## src/rtl/kyber_pkg.sv

```systemverilog
// Shared Kyber512 datapath constants and coefficient-RAM arbiter types.
package kyber_pkg;

   localparam int unsigned KYBER_COEF_W    = 12;
   localparam int unsigned COEFS_PER_WORD  = 4;
   localparam int unsigned COEF_RAM_ADDR_W = 7;
   localparam int unsigned COEF_RAM_DATA_W = KYBER_COEF_W * COEFS_PER_WORD;

   typedef enum logic [1:0] {
      IDLE  = 2'd0,
      OWN0  = 2'd1,
      OWN1  = 2'd2,
      DRAIN = 2'd3
   } arb_state_e;

   typedef logic owner_t;

   localparam owner_t OWNER_M0 = 1'b0;
   localparam owner_t OWNER_M1 = 1'b1;

   typedef struct packed {
      logic   valid;
      owner_t owner;
   } rd_tag_t;

endpackage

```

## src/rtl/kyber_rd_tag_pipe.sv

```systemverilog
// Fixed-depth {valid, owner} delay line matching the coefficient RAM latency.
// clr is synchronous and drops every in-flight tag.
module kyber_rd_tag_pipe
   import kyber_pkg::*;
#(
   parameter int unsigned DEPTH = 1
) (
   input  logic    clk,
   input  logic    clr,
   input  rd_tag_t tag_i,
   output rd_tag_t tag_o
);

   rd_tag_t pipe_q [DEPTH];
   rd_tag_t pipe_d [DEPTH];

   always_comb begin
      pipe_d[0] = tag_i;
      for (int i = 1; i < int'(DEPTH); i++) begin
         pipe_d[i] = pipe_q[i-1];
      end
   end

   always_ff @(posedge clk) begin
      for (int i = 0; i < int'(DEPTH); i++) begin
         if (clr) begin
            pipe_q[i] <= '0;
         end else begin
            pipe_q[i] <= pipe_d[i];
         end
      end
   end

   assign tag_o = pipe_q[DEPTH-1];

endmodule

```

## src/rtl/kyber_coef_ram_arbiter.sv

```systemverilog
// Round-robin, burst-locked arbiter for the coefficient RAM read port.
// Define COEF_ARB_TIMEOUT_EN to force-release grants held for MAX_HOLD cycles.
module kyber_coef_ram_arbiter
   import kyber_pkg::*;
#(
   parameter int unsigned ADDR_W   = COEF_RAM_ADDR_W,
   parameter int unsigned DATA_W   = COEF_RAM_DATA_W,
   parameter int unsigned RD_LAT   = 1,
   parameter int unsigned MAX_HOLD = 512
) (
   input  logic              clk,
   input  logic              rst_n,
   input  logic              m0_req,
   input  logic              m0_rd_en,
   input  logic [ADDR_W-1:0] m0_addr,
   output logic              m0_gnt,
   output logic              m0_rvalid,
   output logic [DATA_W-1:0] m0_rdata,
   input  logic              m1_req,
   input  logic              m1_rd_en,
   input  logic [ADDR_W-1:0] m1_addr,
   output logic              m1_gnt,
   output logic              m1_rvalid,
   output logic [DATA_W-1:0] m1_rdata,
   output logic              ram_rd_en,
   output logic [ADDR_W-1:0] ram_addr,
   input  logic [DATA_W-1:0] ram_rdata,
   output logic              err_illegal_rd,
   output logic              busy
`ifdef COEF_ARB_TIMEOUT_EN
   ,
   output logic              err_timeout
`endif
);

   localparam logic [1:0] DRAIN_LAST = 2'(RD_LAT - 1);

   if (RD_LAT < 1 || RD_LAT > 3 || MAX_HOLD < 1) begin : g_bad_cfg
      $error("kyber_coef_ram_arbiter: RD_LAT must be 1..3, MAX_HOLD >= 1");
   end

   arb_state_e        state_q, state_d;
   owner_t            rr_q, rr_d;
   logic [1:0]        drain_cnt_q, drain_cnt_d;
   logic              err_rd_q, err_rd_d;
   logic [ADDR_W-1:0] ram_addr_q, ram_addr_d;
   logic [DATA_W-1:0] m0_rdata_q, m0_rdata_d;
   logic [DATA_W-1:0] m1_rdata_q, m1_rdata_d;

   logic    own0, own1;
   logic    fwd0, fwd1;
   logic    elig0, elig1;
   logic    hold_hit;
   rd_tag_t tag_in, tag_out;

   assign own0 = (state_q == OWN0);
   assign own1 = (state_q == OWN1);
   assign fwd0 = m0_rd_en & m0_req & own0;
   assign fwd1 = m1_rd_en & m1_req & own1;

`ifdef COEF_ARB_TIMEOUT_EN
   localparam int unsigned HOLD_W = $clog2(MAX_HOLD + 1);

   logic [HOLD_W-1:0] hold_q, hold_d;
   logic              blk0_q, blk0_d;
   logic              blk1_q, blk1_d;
   logic              err_to_q, err_to_d;

   assign hold_hit = (own0 | own1)
                   & (hold_q == HOLD_W'(MAX_HOLD - 1));

   // A timed-out requester yields until it drops req, unless uncontended.
   assign elig0 = m0_req & ~(blk0_q & m1_req);
   assign elig1 = m1_req & ~(blk1_q & m0_req);

   always_comb begin
      hold_d   = (own0 | own1) ? hold_q + 1'b1 : '0;
      blk0_d   = m0_req & (blk0_q | (own0 & hold_hit));
      blk1_d   = m1_req & (blk1_q | (own1 & hold_hit));
      err_to_d = err_to_q | hold_hit;
   end

   always_ff @(posedge clk) begin
      if (!rst_n) begin
         hold_q   <= '0;
         blk0_q   <= 1'b0;
         blk1_q   <= 1'b0;
         err_to_q <= 1'b0;
      end else begin
         hold_q   <= hold_d;
         blk0_q   <= blk0_d;
         blk1_q   <= blk1_d;
         err_to_q <= err_to_d;
      end
   end

   assign err_timeout = err_to_q;
`else
   assign hold_hit = 1'b0;
   assign elig0    = m0_req;
   assign elig1    = m1_req;
`endif

   always_ff @(posedge clk) begin
      if (!rst_n) begin
         state_q     <= IDLE;
         rr_q        <= OWNER_M0;
         drain_cnt_q <= '0;
      end else begin
         state_q     <= state_d;
         rr_q        <= rr_d;
         drain_cnt_q <= drain_cnt_d;
      end
   end

   always_comb begin
      state_d     = state_q;
      rr_d        = rr_q;
      drain_cnt_d = drain_cnt_q;
      unique case (state_q)
         IDLE: begin
            if (elig0 && (rr_q == OWNER_M0 || !elig1)) begin
               state_d = OWN0;
            end else if (elig1) begin
               state_d = OWN1;
            end
         end
         OWN0: begin
            if (!m0_req || hold_hit) begin
               state_d     = DRAIN;
               rr_d        = OWNER_M1;
               drain_cnt_d = '0;
            end
         end
         OWN1: begin
            if (!m1_req || hold_hit) begin
               state_d     = DRAIN;
               rr_d        = OWNER_M0;
               drain_cnt_d = '0;
            end
         end
         DRAIN: begin
            if (drain_cnt_q == DRAIN_LAST) begin
               state_d = IDLE;
            end else begin
               drain_cnt_d = drain_cnt_q + 2'd1;
            end
         end
         default: state_d = IDLE;
      endcase
   end

   assign tag_in = '{valid: ram_rd_en,
                     owner: own1 ? OWNER_M1 : OWNER_M0};

   kyber_rd_tag_pipe #(
      .DEPTH (RD_LAT)
   ) u_tag_pipe (
      .clk   (clk),
      .clr   (~rst_n),
      .tag_i (tag_in),
      .tag_o (tag_out)
   );

   always_comb begin
      m0_gnt     = own0;
      m1_gnt     = own1;
      busy       = (state_q != IDLE);
      ram_rd_en  = fwd0 | fwd1;
      ram_addr_d = ram_addr_q;
      if (own0) begin
         ram_addr_d = m0_addr;
      end else if (own1) begin
         ram_addr_d = m1_addr;
      end
      ram_addr   = ram_addr_d;
      m0_rvalid  = tag_out.valid & (tag_out.owner == OWNER_M0);
      m1_rvalid  = tag_out.valid & (tag_out.owner == OWNER_M1);
      m0_rdata_d = m0_rvalid ? ram_rdata : m0_rdata_q;
      m1_rdata_d = m1_rvalid ? ram_rdata : m1_rdata_q;
      m0_rdata   = m0_rdata_d;
      m1_rdata   = m1_rdata_d;
      err_rd_d   = err_rd_q
                 | (m0_rd_en & ~fwd0)
                 | (m1_rd_en & ~fwd1);
      err_illegal_rd = err_rd_q;
   end

   always_ff @(posedge clk) begin
      if (!rst_n) begin
         err_rd_q   <= 1'b0;
         ram_addr_q <= '0;
         m0_rdata_q <= '0;
         m1_rdata_q <= '0;
      end else begin
         err_rd_q   <= err_rd_d;
         ram_addr_q <= ram_addr_d;
         m0_rdata_q <= m0_rdata_d;
         m1_rdata_q <= m1_rdata_d;
      end
   end

endmodule

```

## config.mk

```make
export PLATFORM = sky130hd
export DESIGN_NAME = kyber_coef_ram_arbiter
export DESIGN_NICKNAME = d
export VERILOG_FILES = /design/src/rtl/kyber_pkg.sv /design/src/rtl/kyber_rd_tag_pipe.sv /design/src/rtl/kyber_coef_ram_arbiter.sv
export SDC_FILE = /design/constraint.sdc
export NUM_CORES = 1
export LEC_CHECK = 0
export ABC_CLOCK_PERIOD_IN_PS = 1700
export BUFFER_PORTS_ARGS = -buffer_cell sky130_fd_sc_hd__buf_2
export CAP_MARGIN = 15
export CORE_MARGIN = 2
export CORE_UTILIZATION = 44
export DETAILED_ROUTE_END_ITERATION = 12
export PLACE_DENSITY_LB_ADDON = 0.3
export SLEW_MARGIN = 20
export SYNTH_ARGS = -nofsm -noshare
export SYNTH_HDL_FRONTEND = slang
export SYNTH_SLANG_ARGS = --single-unit
export TNS_END_PERCENT = 1
```

## constraint.sdc

```tcl
create_clock -name clk -period 1.7 [get_ports clk]
set_input_delay 0.17 -clock clk [delete_from_list [all_inputs] [get_ports clk]]
set_output_delay 0.17 -clock clk [all_outputs]
set_load 0.05 [all_outputs]
```

== Word level (Yosys, flattened, before mapping) ==
Memory sizes are Yosys's and may differ from the RTL's.
Cells that the tools add are included.

* Flip-flop bits (word level): 109
* Bits in writable memories: 2
* Input bits: 68
* Output and inout bits: 110
* Memories kept: 1

* Add/sub/neg operators: 1
* Equality and inequality tests: 8
* Mux-type cells: 22
* Bitwise operators: 15
* Reduce and logical (&&, ||, !) cells: 12

{| class="wikitable"
|+ Memory list
! memory !! depth !! width !! read ports !! clocked after memory_dff !! write ports !! RTL line !! text
|-
| u_tag_pipe.pipe_q || 1 || 2 || 1 || 0 || 1 || kyber_rd_tag_pipe.sv:14 || <nowiki>rd_tag_t pipe_q [DEPTH];</nowiki>
|}

{| class="wikitable"
|+ Operator list
! cell !! number
|-
| $mux W48 || 2
|-
| $mux W2 || 9
|-
| $mux W7 || 2
|-
| $and A1 B1 Y1 || 8
|-
| $ne A2 B2 Y1 const B || 4
|-
| $pmux W2 S4 || 1
|-
| $reduce_and A4 Y1 || 2
|-
| $mux W1 || 6
|-
| $pmux W2 S3 || 1
|-
| $eq A2 B2 Y1 const B || 2
|-
| $logic_not A2 Y1 || 2
|-
| $not A1 Y1 || 4
|-
| $reduce_bool A2 Y1 || 2
|-
| $ne A3 B3 Y1 const B || 1
|-
| $or A1 B1 Y1 || 3
|-
| $reduce_and A3 Y1 || 1
|-
| $reduce_bool A3 Y1 || 1
|-
| $add A2 B1 Y2 const B || 1
|-
| $eq A2 B1 Y1 const B || 1
|-
| $pmux W1 S2 || 1
|-
| $reduce_or A2 Y1 || 1
|-
| $logic_and A1 B1 Y1 || 1
|-
| $logic_not A1 Y1 || 1
|-
| $logic_or A1 B1 Y1 || 1
|}

== Depth between registers and ports, before layout ==
* Depth in word-level cells: 6
* Gate-level depth with buffers: 6
* Mapped depth without buffers: 6

== Cells and area by module ==
Synthesis repeated with hierarchy kept, for this count alone.

* Cell total of the unflattened synthesis: 413
* Area, all modules: 4654.5 µm²

{| class="wikitable"
|+ Modules (own cells, without submodules)
! module !! instances !! cells each !! area an instance (µm²) !! sequential area each (µm²)
|-
| kyber_coef_ram_arbiter || 1 || 409 || 4601.9 || 2182.1
|-
| kyber_rd_tag_pipe || 1 || 4 || 52.6 || 40.0
|}

== Worst setup path before layout ==
No wires, ideal clock.

* Path kind: register to register
* From: register state_q[0]
* To: register ram_addr_q[2]
* Arrival: 2742 ps
* Required time: 1635 ps
* Path slack: -1107 ps
* Stages on the path, launching flop included: 7
* Buffers on the path: 1
* Period minus slack after synthesis: 2807 ps
* Cells stage by stage: dfxtp_1 > inv_1 > ha_1 > buf_4 > mux2i_1 > o21ai_0 > and2_1

* Cells in the longest elaborated chain, start to end: 3
* Elaborated cells between the ends (all ways): 4
* Classes of those cells: eq/ne (2); mux (2)

{| class="wikitable"
|+ Ends and longest elaborated chain
! what !! RTL line !! text
|-
| start, declared || kyber_coef_ram_arbiter.sv:42 || <nowiki>arb_state_e state_q, state_d;</nowiki>
|-
| start signal, assigned || kyber_coef_ram_arbiter.sv:110 || <nowiki>state_q <= state_d;</nowiki>
|-
| $eq A2 B2 Y1 || kyber_coef_ram_arbiter.sv:57 || <nowiki>assign own1 = (state_q == OWN1);</nowiki>
|-
| via m1_gnt || kyber_coef_ram_arbiter.sv:22 || <nowiki>output logic m1_gnt,</nowiki>
|-
| $mux W7 || kyber_coef_ram_arbiter.sv:173 || <nowiki>end else if (own1) begin</nowiki>
|-
| $mux W7 || kyber_coef_ram_arbiter.sv:171 || <nowiki>if (own0) begin</nowiki>
|-
| via ram_addr[2] || kyber_coef_ram_arbiter.sv:26 || <nowiki>output logic [ADDR_W-1:0] ram_addr,</nowiki>
|-
| end signal, assigned || kyber_coef_ram_arbiter.sv:197 || <nowiki>ram_addr_q <= ram_addr_d;</nowiki>
|-
| end, declared || kyber_coef_ram_arbiter.sv:46 || <nowiki>logic [ADDR_W-1:0] ram_addr_q, ram_addr_d;</nowiki>
|}

The timed path passes the listed nets, and every way through them passes these cells.
A chain may end at the register's enable or synchronous reset.

== Worst setup path after layout ==
* From: memory u_tag_pipe.pipe_q[0][0] (netlist bit)
* To: output port m0_rdata[22]

* Cells in the longest elaborated chain, start to end: 4

{| class="wikitable"
|+ Ends and longest elaborated chain
! what !! RTL line !! text
|-
| start, declared || kyber_rd_tag_pipe.sv:14 ||
|-
| $mem_v2 Z1 W2 || - ||
|-
| $not A1 Y1 || kyber_coef_ram_arbiter.sv:177 || <nowiki>m0_rvalid = tag_out.valid & (tag_out.owner == OWNER_M0);</nowiki>
|-
| $and A1 B1 Y1 || kyber_coef_ram_arbiter.sv:177 ||
|-
| $mux W48 || kyber_coef_ram_arbiter.sv:179 || <nowiki>m0_rdata_d = m0_rvalid ? ram_rdata : m0_rdata_q;</nowiki>
|-
| end, declared || kyber_coef_ram_arbiter.sv:18 || <nowiki>output logic [DATA_W-1:0] m0_rdata,</nowiki>
|}

Every way passes these cells.

==> metrics.csv <==
metric,value,unit
status,finished with violations,
violations,setup timing,
grt_pass1_vias,3662,
synth.avg_cell_area,11.3,um2
combPwrFrac,44.4,%
max_stage_delay,0.38,ns
die-area,11400,um2
rows,37,
grt_use_total,19.8,%
rsz0062_at_grt,yes,
synthDistinctLibCells,29,
async_flop_share,0,%
core-area,10300,um2
worstReg2RegStart,state_q[1],
clockRootBuffer,clkbuf_8,
final_common_cell,dfxtp_1,
drv_slew,0,
synth_ff_type,dfxtp_1,
r2r-end,state_q[1],
synth_edf_count,0,
viasPerCell,4.91,
grt_pass1_wl,17800,um
intPower,4.82,mW
drv_cap,0,
slowest_stage,mux2_2,
final_nets,668,
hold_path.class,primary input to register,
antenna_left,0,
endpoint_kind,output port,
drtIter0Drc,149,
cts_num_sinks,111,
syn_area,4660,um2
gp_congestion,0.787,
seqPwrFrac,36.9,%
reg2regPathDepth,5,
cp_data_required_time,1.53,ns
setup_violations,82,
final.setup.worst_slack,-0.128,ns
ir_drop,1.07,mV
path_cells,"nand2b_4, buf_12, mux2_2, buf_6",
worstPathArrival,1.66,ns
start_util,45.1,%
fp.dieH,107,um
insertion_delay,0.36,ns
p_sw_share,38.2,%
worst_pin_slew,0.493,ns
drive_gt1_share,55.1,%
p_leak,3.43,nW
netlist_instances,412,
ys_seq_elements,111,
r2r_setup_slack,0.20,ns
cpLargestDelayFamily,multiplexers,
hold_end,err_illegal_rd,
wl_per_cell,15.8,um
cts_buffers,9,
p_per_area,1130,nW/um2
finalSetupTns,-4.48,ns
die_x,107,um
overflow,0,
diodes,0,
cts_tree,built,
routed_wl,11600,um
timing_hold_violations_final,0,
synth_nets,488,
seq_area_frac_synth,47.7,%
syn_to_final_growth,48.2,%
period_share,108,%
fillerInstances,765,
netSwitchingPower,2.98,mW
remaining_drc_errors,0,
fmax,547,MHz
finClkSkew,0.0116,ns
cp_max_fo,16,
max_slew_margin,67.2,%
ctsHoldBuffers,0,
dp_hpwl,7180,um
io_buffers,177,
synth_warnings,0,
critical_path_class,register to output port,
startpoint_type,register,
clk_pin_slew_worst_paths,0.09,ns
final_cell_mix,"dfxtp_1 (107), and2_1 (105), buf_6 (87)",
design.portCount,178,
dp_slack,0.00659,ns
clkPwrFrac,18.7,%
num_vias,3596,
cts_buffer_depth,2,
hp-start,m1_rd_en,
crit_buf_inv,2,
firstDrtPassIters,4,
antenna_found_initial,0,
grt_max_degree,63,
hold_path_depth,3,
htree_levels,3,
min_period,1.83,ns
-- stage by stage --
stage                     hold slack [ns]  instance area, um2  power (mW)  util (%)  std cells
after detailed placement            0.457                5760        5.70      55.8        710
after floorplan                     0.305                4750        5.11         -        412
after global placement              0.453                5760        5.64      55.8        710
final                               0.103                6910        7.81      66.9        733
after global routing               0.0866                6910        8.15      66.9        733
after CTS                          0.0758                6800        7.76      65.8        733
-- worst register-to-register path, stage by stage, from the launching register on --
cell     delay, ns
dfxtp_2       0.34
inv_1         0.09
ha_1          0.25
a22oi_1       0.23
nor3b_2       0.30
mux2i_1       0.21
-- cell families (layout without fill, tap and decap cells) --
kind of cell             after synthesis  count (layout)  share of synthesized area [%]
buffers and inverters                 33             218                           3.70
flip-flops                           111             111                           47.7
adder cells (fa/ha/maj)                8               8                           2.15
multiplexers                         105             105                           26.6
AND/OR/NAND/NOR                      136             136                           17.4
AO/OA/AOI/OAI                         19              19                           2.50
-- synth_stat cells (all sizes together) (2+ instances only) --
master  count  share of area [%]
mux2i       9                1.9
dfxtp     111                 48
mux2       96                 25
nand2      17                1.4
clkbuf     13                1.0
nand3       2               0.21
nor2        2               0.16
nor2b       4               0.54
a22oi       2               0.32
ha          8                2.1
a21boi      2               0.32
nand4       2               0.27
and2      105                 14
inv         8               0.64
buf        12                2.0
o21ai      10                1.1
-- worst max path at each step --
| stage | startpoint | slack [ns] | end | cells after the start |
|---|---|---|---|---|
| after floorplan | state_q[0] | -0.1 | state_q[0] | 6 |
| after global placement | state_q[0] | 0.11 | state_q[0] | 5 |
| after detailed placement | state_q[0] | 0.007 | state_q[1] | 5 |
| after CTS | u_tag_pipe.pipe_q[0][0] | -0.18 | m0_rdata[5] | 4 |
| after global routing | u_tag_pipe.pipe_q[0][0] | -0.19 | m0_rdata[36] | 4 |
| final | u_tag_pipe.pipe_q[0][0] | -0.13 | m0_rdata[22] | 4 |
-- state kept, by name, summed over array words and instances, names as in the netlist --
register           flops
drain_cnt_q            2
err_illegal_rd         1
m0_rdata_q            48
m1_rdata_q            48
ram_addr_q             7
rr_q                   1
state_q                2
u_tag_pipe.pipe_q      2
-- power by group through the flow --
| stage | Sequential (mW) | Combinational, mW | Clock (mW) |
|---|---|---|---|
| after floorplan | 2.91 | 2.19 | 0 |
| after detailed placement | 2.91 | 2.79 | 0 |
| after global routing | 2.90 | 3.64 | 1.61 |
| final | 2.88 | 3.47 | 1.46 |
| after global placement | 2.90 | 2.74 | 0 |
| after CTS | 2.88 | 3.37 | 1.52 |
-- metal layers --
metal | global-route usage, % | share of wire [%] | wire, um
met5 | 0 | 0 | 0
met4 | 8.16 | 2.4 | 282
met3 | 5.65 | 6.1 | 709
met2 | 34.6 | 50 | 5730
met1 | 22.7 | 42 | 4840
-- repair_timing --
action                                  CTS  global route
resized for setup                       243            28
endpoints found under the setup margin  108           106
buffers inserted                          5             0
endpoints found under the hold margin     0             0
pin swaps                                 1             2
cloned                                    2             0
-- cell type report --
class | count | area, um2 | share of cell area [%]
Timing Repair Buffer | 194 | 1700 | 24.6
Clock buffer | 14 | 163 | 2.35
Inverter | 8 | 30.0 | 0.435
Tap cell | 136 | 170 | 2.46
Multi-Input combinational cell | 268 | 2600 | 37.7
Sequential cell | 111 | 2230 | 32.3
Clock inverter | 2 | 13.8 | 0.199
(Power assumes the default switching activity.)
